===== src/rtl/seq_det_pkg.sv =====
// Shared constants and helpers for the parametrised serial sequence detector.
package seq_det_pkg;

    localparam int unsigned DefaultN       = 4;
    localparam logic [3:0]  DefaultPattern = 4'b0110;
    localparam int unsigned DefaultCntW    = 8;

    // Increment that holds at max instead of wrapping.
    function automatic logic [31:0] sat_inc(input logic [31:0] count, input logic [31:0] max);
        return (count >= max) ? max : count + 32'd1;
    endfunction

endpackage


===== src/rtl/sat_counter.sv =====
// Saturating event counter; a clear in the same cycle as an increment yields 1.
module sat_counter
    import seq_det_pkg::*;
#(
    parameter int unsigned W = DefaultCntW
) (
    input  logic         clk,
    input  logic         reset_n,
    input  logic         inc,
    input  logic         clr,
    output logic [W-1:0] count
);

    localparam logic [31:0] MaxCount = 32'((64'd1 << W) - 64'd1);

    logic [W-1:0] count_d;

    always_comb begin
        count_d = count;
        if (clr) begin
            count_d = inc ? W'(1) : '0;
        end else if (inc) begin
            count_d = W'(sat_inc(32'(count), MaxCount));
        end
    end

    always_ff @(posedge clk) begin
        if (!reset_n) begin
            count <= '0;
        end else begin
            count <= count_d;
        end
    end

endmodule


===== src/rtl/seq_detect_param.sv =====
// Serial pattern detector with programmable pattern, valid qualifier, selectable
// overlap, Mealy match output, registered match flag and saturating match count.
module seq_detect_param
    import seq_det_pkg::*;
#(
    parameter int unsigned N       = DefaultN,
    parameter logic [N-1:0] PATTERN = N'(DefaultPattern),
    parameter int unsigned CNT_W   = DefaultCntW
) (
    input  logic             clk,
    input  logic             reset_n,
    input  logic             x,
    input  logic             x_valid,
    input  logic             overlap,
    input  logic             pat_load,
    input  logic [N-1:0]     pat_in,
    input  logic             cnt_clr,
    output logic             z,
    output logic             z_q,
    output logic [CNT_W-1:0] match_cnt
);

    localparam int unsigned  FillW   = $clog2(N);
    localparam logic [FillW-1:0] FillMax = FillW'(N - 1);

    logic [N-1:0]     pat_q, pat_d;
    logic [N-2:0]     hist_q, hist_d;
    logic [FillW-1:0] fill_q, fill_d;
    logic [N-1:0]     window;
    logic             accept;
    logic             match;

    always_comb begin
        window = {hist_q, x};
        accept = reset_n & x_valid & ~pat_load;
        match  = accept && (fill_q == FillMax) && (window == pat_q);
        z      = match;

        pat_d  = pat_q;
        hist_d = hist_q;
        fill_d = fill_q;

        if (pat_load) begin
            pat_d  = pat_in;
            hist_d = '0;
            fill_d = '0;
        end else if (accept) begin
            hist_d = window[N-2:0];
            if (match) begin
                // Non-overlapping restarts the fill so the next match needs N fresh bits.
                fill_d = overlap ? FillMax : '0;
            end else if (fill_q != FillMax) begin
                fill_d = fill_q + FillW'(1);
            end
        end
    end

    always_ff @(posedge clk) begin
        if (!reset_n) begin
            pat_q  <= PATTERN;
            hist_q <= '0;
            fill_q <= '0;
            z_q    <= 1'b0;
        end else begin
            pat_q  <= pat_d;
            hist_q <= hist_d;
            fill_q <= fill_d;
            z_q    <= z;
        end
    end

    sat_counter #(
        .W (CNT_W)
    ) u_match_cnt (
        .clk     (clk),
        .reset_n (reset_n),
        .inc     (match),
        .clr     (cnt_clr),
        .count   (match_cnt)
    );

endmodule


===== config.mk =====
export PLATFORM = sky130hd
export DESIGN_NAME = seq_detect_param
export DESIGN_NICKNAME = d
export VERILOG_FILES = /design/src/rtl/seq_det_pkg.sv /design/src/rtl/sat_counter.sv /design/src/rtl/seq_detect_param.sv
export SDC_FILE = /design/constraint.sdc
export NUM_CORES = 1
export LEC_CHECK = 0
export CAP_MARGIN = 20
export CORE_AREA = 3 3 49 51
export DETAILED_ROUTE_END_ITERATION = 10
export DIE_AREA = 0 0 52 54
export GPL_TIMING_DRIVEN = 0
export HOLD_SLACK_MARGIN = 0.1
export PLACE_DENSITY = 0.82
export RECOVER_POWER = 25
export SYNTH_ARGS = -nofsm -noshare
export SYNTH_HDL_FRONTEND = slang
export SYNTH_SLANG_ARGS = --single-unit

===== constraint.sdc =====
create_clock -name clk -period 3.7 [get_ports clk]
set_clock_uncertainty 0.05 [all_clocks]
set_input_delay 0.37 -clock clk [delete_from_list [all_inputs] [get_ports clk]]
set_output_delay 0.37 -clock clk [all_outputs]
set_load 0.01 [all_outputs]

==> results.ini, run 1 <==
[status]
status = finished clean

[hold_path]
worstHoldPathType = in -> reg

[drt]
via_count_of_the_routed_design = 719
drc = 0
via_per_inst = 5.210
routed_len_inst_um = 13.07
drt_iter0_drc = 10
drt.antenna.violating_nets = 0
drt-total-wl_um = 1804
first_pass_iters = 4

[global_route]
grt_antenna_before_repair = 0
wire_length_of_the_first_global_routing_pass_um = 2953
groute.usage.overall = 0.1434
first_global_vias = 663
grt_overflow = 0
grt_max_degree = 11

[placement]
place_area_um2 = 1087
dpl.hpwl_um = 1331
portBuffers = 18
gpl.final_weighted_congestion = 0.7538
dp_slack_ps = 1061
placed_cells_incl_taps = 134

[critical_path]
worstPathRequired_ps = 3280
cp_max_fo = 10
startpoint_kind_of_the_worst_setup_timing_path = input port
timing.setup.critical_path_class = in -> out
endpoint_kind = primary output
cp.arrival_ps = 2370

[final_layout]
total_area_of_sequential_cells_um2 = 360.3
drive_gt1_frac = 0.1351
fin_util = 0.5631
layout.cells.non_filler = 138
most_frequent_cells_in_the_layout = 18 x sky130_fd_sc_hd__dfxtp_1, 17 x sky130_fd_sc_hd__clkdlybuf4s50_1, 8 x sky130_fd_sc_hd__mux2i_1, 8 x sky130_fd_sc_hd__nor2_1, 7 x sky130_fd_sc_hd__nand2_1
finish.instance_area_um2 = 1116
layout.cells.most_common = sky130_fd_sc_hd__dfxtp_1
num_antenna_cells = 0
multi_input_area_um2 = 474.2
layout-area-overhead-vs-synth_pct = 27.79
fillCellCount = 177
nNetsFinal = 125

[clock_tree]
cts-buffers-inserted = 3
worst_skew_pair.late_latency_ps = 300
clkSlewWorstSetupHoldPaths_ps = 100
tritoncts = yes
cts_setup_buffers = 0
cts.repair.resized = 0
number_of_clock_sinks = 18
clock_tree.buffer_depth = 2
h_tree_level_count = 1
post_cts_hold_buffer_count = 0
clockRootBuffer = sky130_fd_sc_hd__clkbuf_4

[floorplanning]
core_area_um2 = 1982
die_outline_width_um = 52
start_util = 0.4407
die-area_um2 = 2808
number_of_ports_placed_on_the_die_boundary = 21
die_height_um = 54
placementRows = 16

[logic_synthesis]
post_synth_instance_area_um2 = 873.3
yosys_warnings = 0
synth_seq_cells = 18
synth_ff_type = sky130_fd_sc_hd__dfxtp_1
netlist_instances = 89
post-synth-top-area-fraction = 0.4126
synth_area_leaders = sky130_fd_sc_hd__dfxtp_1 41%, sky130_fd_sc_hd__mux2i_1 9.2%, sky130_fd_sc_hd__xnor2_1 4.0%
synth.avg_cell_area_um2 = 9.813
synthesis.nets = 102
synth-async-reset-ratio = 0
post_synthesis_sequential_area_ratio = 0.4126
synth_cell_type_count = 33
synthDominantAreaCellType = sky130_fd_sc_hd__dfxtp_1
synth_enable_flop_cells = 0

[sta]
hold_viol = 0
final_layout_worst_hold_slack_ps = 348.8
timing.final.setup_violations = 0
slew_headroom = 0.8118
grt_setup_unrepaired = no
fin_tns_setup_ps = 0
final.min_clock_period_ps = 2788
pnr_worst_setup_slack_ps = 911.7
max_freq_ghz = 0.3586
slew_viol_final = 0
worst_slew_pin_slew_ps = 280.0
fin_crit_sh = 0.7536

[run]
drv_cap = 0

[power]
powerDensity_nw_per_um2 = 315.9
power.total_uw = 352.5
total_leakage_power_nw = 0.3910
power.ir.vdd_worst_mv = 0.2498

-- logic make-up after synthesis --
kind of cell | count (synthesis) | share of synthesized area
buffers and inverters | 6 | 0.03581
AND/OR/NAND/NOR | 35 | 0.2550
multiplexers | 8 | 0.09169
XOR/XNOR | 5 | 0.05014
flip-flops | 18 | 0.4126
adder cells (fa/ha/maj) | 2 | 0.02865
AO/OA/AOI/OAI | 15 | 0.1261
-- area by class of cell --
type,instances,share of cell area
buffer,4,0.02130
tap,27,0.03027
timing repair buffer,18,0.1614
sequential,18,0.3229
inverter,2,0.006726
multi-input combinational,65,0.4249
clock buffer,4,0.03251
-- worst paths after layout --
kind,slack (ps),endpoint,depth (start not counted),startpoint
min,350,pat_q[2]$_SDFFE_PN1P_,3,pat_load
min reg2reg,480,pat_q[2]$_SDFFE_PN1P_,2,pat_q[2]$_SDFFE_PN1P_
max,910,z,5,reset_n
max reg2reg,1990,u_match_cnt.count[0]$_SDFFE_PN0P_,5,u_match_cnt.count[3]$_SDFFE_PN0P_
-- synth_stat cells, types with 2 or more instances --
cell type,n
sky130_fd_sc_hd__nor3_1,2
sky130_fd_sc_hd__nor4_1,2
sky130_fd_sc_hd__a31oi_1,2
sky130_fd_sc_hd__nor2b_1,3
sky130_fd_sc_hd__mux2i_1,8
sky130_fd_sc_hd__and4bb_1,2
sky130_fd_sc_hd__dfxtp_1,18
sky130_fd_sc_hd__nor2_1,8
sky130_fd_sc_hd__inv_1,2
sky130_fd_sc_hd__nand2_1,7
sky130_fd_sc_hd__buf_4,2
sky130_fd_sc_hd__a21oi_1,5
sky130_fd_sc_hd__nand3_1,2
sky130_fd_sc_hd__a211oi_1,3
sky130_fd_sc_hd__ha_1,2
sky130_fd_sc_hd__xnor2_1,4
-- per-layer routing --
metal	vias up	global-route usage	part of all wire
li1	366	-	-
met1	333	0.1767	0.46
met2	20	0.2406	0.48
met3	0	0.05263	0.056
met4	0	0.02620	0
met5	-	0	0
-- registers in the layout, indices dropped and copies added, names as in the netlist --
| name | count |
|---|---|
| fill_q | 2 |
| u_match_cnt.count | 8 |
| z_q | 1 |
| pat_q | 4 |
| hist_q | 3 |
-- worst max-delay path: stages --
cell and delay, ps:
sky130_fd_sc_hd__dlygate4sd3_1 640, sky130_fd_sc_hd__nand2b_1 210, sky130_fd_sc_hd__nor4_2 350, sky130_fd_sc_hd__buf_4 240, sky130_fd_sc_hd__clkdlybuf4s50_1 550
-- where the power goes --
part / internal [mW] / switching [mW]
registers: 0.198 / 0.00278
logic: 0.0173 / 0.0120
clock network: 0.0600 / 0.0629
No activity file was read; power rests on OpenSTA's default activity.
==> inputs of run 2 (changes only) <==
- CORE_AREA: 3 3 49 51 -> 3 3 50 52
- DIE_AREA: 0 0 52 54 -> 0 0 53 55
- clock period: 3.7 -> 2.42 ns (I/O delays scaled with it)
==> run 2 against run 1 <==
Final area rose by 2.1%. Total power rose by 52%. Utilization fell by 3.3 points. First-iteration DRC count fell by 40%. Clock-buffer cell count did not move. Worst hold slack got worse by 120 ps. Highest routed layer is now met4. Critical path depth rose by 1. Combinational power rose by 60%. Via count rose by 1.4%. Largest cell class unchanged. Clock power rose by 49%. Non-clock buffer count rose by 2. Sequential share of layout area fell by 0.67 points.
==> results.ini, run 2 (synthesis gave the netlist of run 1 again) <==
[sta]
worst_slew_pin_slew_ps = 292.4  ; +12.40 ps
slew_headroom = 0.8045  ; -0.007322
timing.final.setup_violations = 0  ; unchanged
max_freq_ghz = 0.4332
slew_viol_final = 0  ; unchanged
final.min_clock_period_ps = 2308
fin_crit_sh = 0.9539
hold_viol = 0  ; unchanged
pnr_worst_setup_slack_ps = 111.6  ; -800.1 ps

[power]
power_report.internal_total_uw = 421.4  ; +53%
powerDensity_nw_per_um2 = 470.4  ; +49%
total_leakage_power_nw = 0.4074  ; +4.2%
power.total_uw = 536.1  ; +52%
power.ir.vdd_worst_mv = 0.2048  ; -18%
power_frac_seq = 0.571  ; +0.003
share_clk_of_total_power = 0.341  ; -0.008
power.net_switching_uw = 114.7  ; +48%
netSwitchingFraction = 0.2140  ; -0.006346
proportion_of_power_drawn_by_combinational_gates = 0.087  ; +0.004

[critical_path]
crit_path_top_delay_cell = sky130_fd_sc_hd__clkdlybuf4s50_1
r2r_startpoint = hist_q[1]$_SDFFE_PP0P_
r2r_end = u_match_cnt.count[1]$_SDFFE_PN0P_
worstPathRequired_ps = 2130  ; -1150 ps
cp.arrival_ps = 2020  ; -350 ps
endpoint_kind = primary output
startpoint_kind_of_the_worst_setup_timing_path = input port
crit_family = buffers and inverters
timing.critical_path.slowest_cell_delay_ps = 530  ; -110 ps
path_common_cell = sky130_fd_sc_hd__clkdlybuf4s50_1
r2r_slack_ps = 750  ; -1240 ps
timing.setup.critical_path_class = in -> out
timing.reg2reg.worst_path_depth = 7  ; +2
cp_max_fo = 4  ; -6
critical_path.cell_chain = clkdlybuf4s50_1 > xnor2_1 > nand3_1 > nor4_2 > buf_4 > clkdlybuf4s50_1
path_buf_inv = 3  ; unchanged

[clock_tree]
tritoncts = yes
h_tree_level_count = 1  ; unchanged
number_of_clock_sinks = 18  ; unchanged
cts.repair.resized = 0  ; unchanged
clkSlewWorstSetupHoldPaths_ps = 90  ; about the same
worst_skew_pair.late_latency_ps = 290  ; about the same
clock_tree.buffer_depth = 2  ; unchanged
clockRootBuffer = sky130_fd_sc_hd__clkbuf_4
cts_setup_buffers = 0  ; unchanged
post_cts_hold_buffer_count = 0  ; unchanged
cts-buffers-inserted = 3  ; unchanged

[hold_path]
worstHoldStart = pat_load
worst_hold_path.num_cells = 3  ; unchanged
worstHoldPathType = in -> reg
min_to = pat_q[1]$_SDFFE_PN1P_

[global_route]
grt_overflow = 0  ; unchanged
groute.usage.overall = 0.1363  ; -0.007019
wire_length_of_the_first_global_routing_pass_um = 2849  ; -3.5%
grt_max_degree = 11  ; unchanged
first_global_vias = 664  ; +0.15%
grt_antenna_before_repair = 0  ; unchanged

[placement]
gpl.final_weighted_congestion = 0.7570  ; +0.42%
dpl.hpwl_um = 1386  ; +4.2%
place_area_um2 = 1089  ; +0.11%
dp_slack_ps = 21.78  ; -1039 ps
placed_cells_incl_taps = 135  ; +0.75%
portBuffers = 18  ; unchanged

[floorplanning]
die_height_um = 55  ; +1.9%
placementRows = 17  ; +1
number_of_ports_placed_on_the_die_boundary = 21  ; unchanged
die_outline_width_um = 53  ; +1.9%
core_area_um2 = 2148  ; +8.4%
start_util = 0.4065  ; -0.03413
die-area_um2 = 2915  ; +3.8%

[final_layout]
largest_registers = u_match_cnt.count: 8 flops, pat_q: 4 flops, hist_q: 3 flops
layout.cells.non_filler = 141  ; +2.2%
number_of_flip_flops_under_the_largest_register_name = 8  ; unchanged
drive_gt1_frac = 0.1593  ; +0.02416
layout-area-overhead-vs-synth_pct = 30.52
most_frequent_cells_in_the_layout = 18 x sky130_fd_sc_hd__dfxtp_1, 18 x sky130_fd_sc_hd__clkdlybuf4s50_1, 8 x sky130_fd_sc_hd__mux2i_1, 8 x sky130_fd_sc_hd__nor2_1, 7 x sky130_fd_sc_hd__nand2_1
max_flop_register = u_match_cnt.count
num_antenna_cells = 0  ; unchanged
fillCellCount = 195  ; +10%
finish.instance_area_um2 = 1140  ; +2.1%
fin_util = 0.5306  ; -0.03255
nNetsFinal = 127  ; +1.6%

[drt]
drt-total-wl_um = 1749  ; -3.0%
drt.antenna.violating_nets = 0  ; unchanged
routed_len_inst_um = 12.40  ; -5.1%
via_per_inst = 5.170  ; -0.77%
first_pass_iters = 2  ; -2
drt_iter0_drc = 6  ; -4
via_count_of_the_routed_design = 729  ; +1.4%
drc = 0  ; unchanged

[status]
status = finished clean

[run]
drv_cap = 0  ; unchanged

run 2: cell types whose count changed in the layout (fill, tap and decap cells not counted), sizes merged:
cell	before	now
buf	3	5
clkdlybuf4s50	17	18
dlygate4sd3	1	0
run 2: layout make-up:
cell class	count	area [µm²]	share of cell area
repair buffers	20	195.2	0.1712
flip-flops and latches	18	360.3	0.3161
inverters	2	7.507	0.006586
clock buffers	4	36.28	0.03183
well taps	28	35.03	0.03074
plain buffers	4	23.77	0.02086
multi-input cells	65	481.7	0.4226
run 2: per-stage QoR:
step	TNS [ps]	hold WS [ps]
after detailed placement	0	455.5
final	0	233.2
after CTS	0	233.1
after global placement	0	433.5
after floorplan	0	253.9
after global routing	-2.018	236.2
run 2: routing by layer:
layer  part of all wire  up-vias  global-route usage  wire length (µm)
met5                  0        -                   0                 0
met4              0.021        0             0.07660                36
met3              0.033        4             0.03217                58
met2               0.51       16              0.2479               899
met1               0.43      342              0.1452               755
li1                   -      367                   -                 -
run 2: tightest hold or removal path, cell delays in order:
cell                      delay, ps
sky130_fd_sc_hd__buf_2          150
sky130_fd_sc_hd__mux2i_1         90
sky130_fd_sc_hd__nand2_1         60
run 2: power by group through the flow:
stage               Combinational, mW  Sequential, mW  Clock, mW
finish                         0.0468           0.306      0.183
global route                   0.0508           0.307      0.197
CTS                            0.0472           0.306      0.185
detailed placement             0.0471           0.313          0
global placement               0.0455           0.313          0
floorplan                      0.0281           0.312          0
run 2: worst max path at each step:
stage | from | endpoint | slack [ps] | cells past startpoint
floorplan | u_match_cnt.count[3]$_SDFFE_PN0P_ | u_match_cnt.count[0]$_SDFFE_PN0P_ | 880 | 5
global placement | x | z | 30 | 6
detailed placement | x | z | 20 | 6
CTS | x | z | 20 | 6
global route | x | z | -2 | 6
finish | x | z | 110 | 6
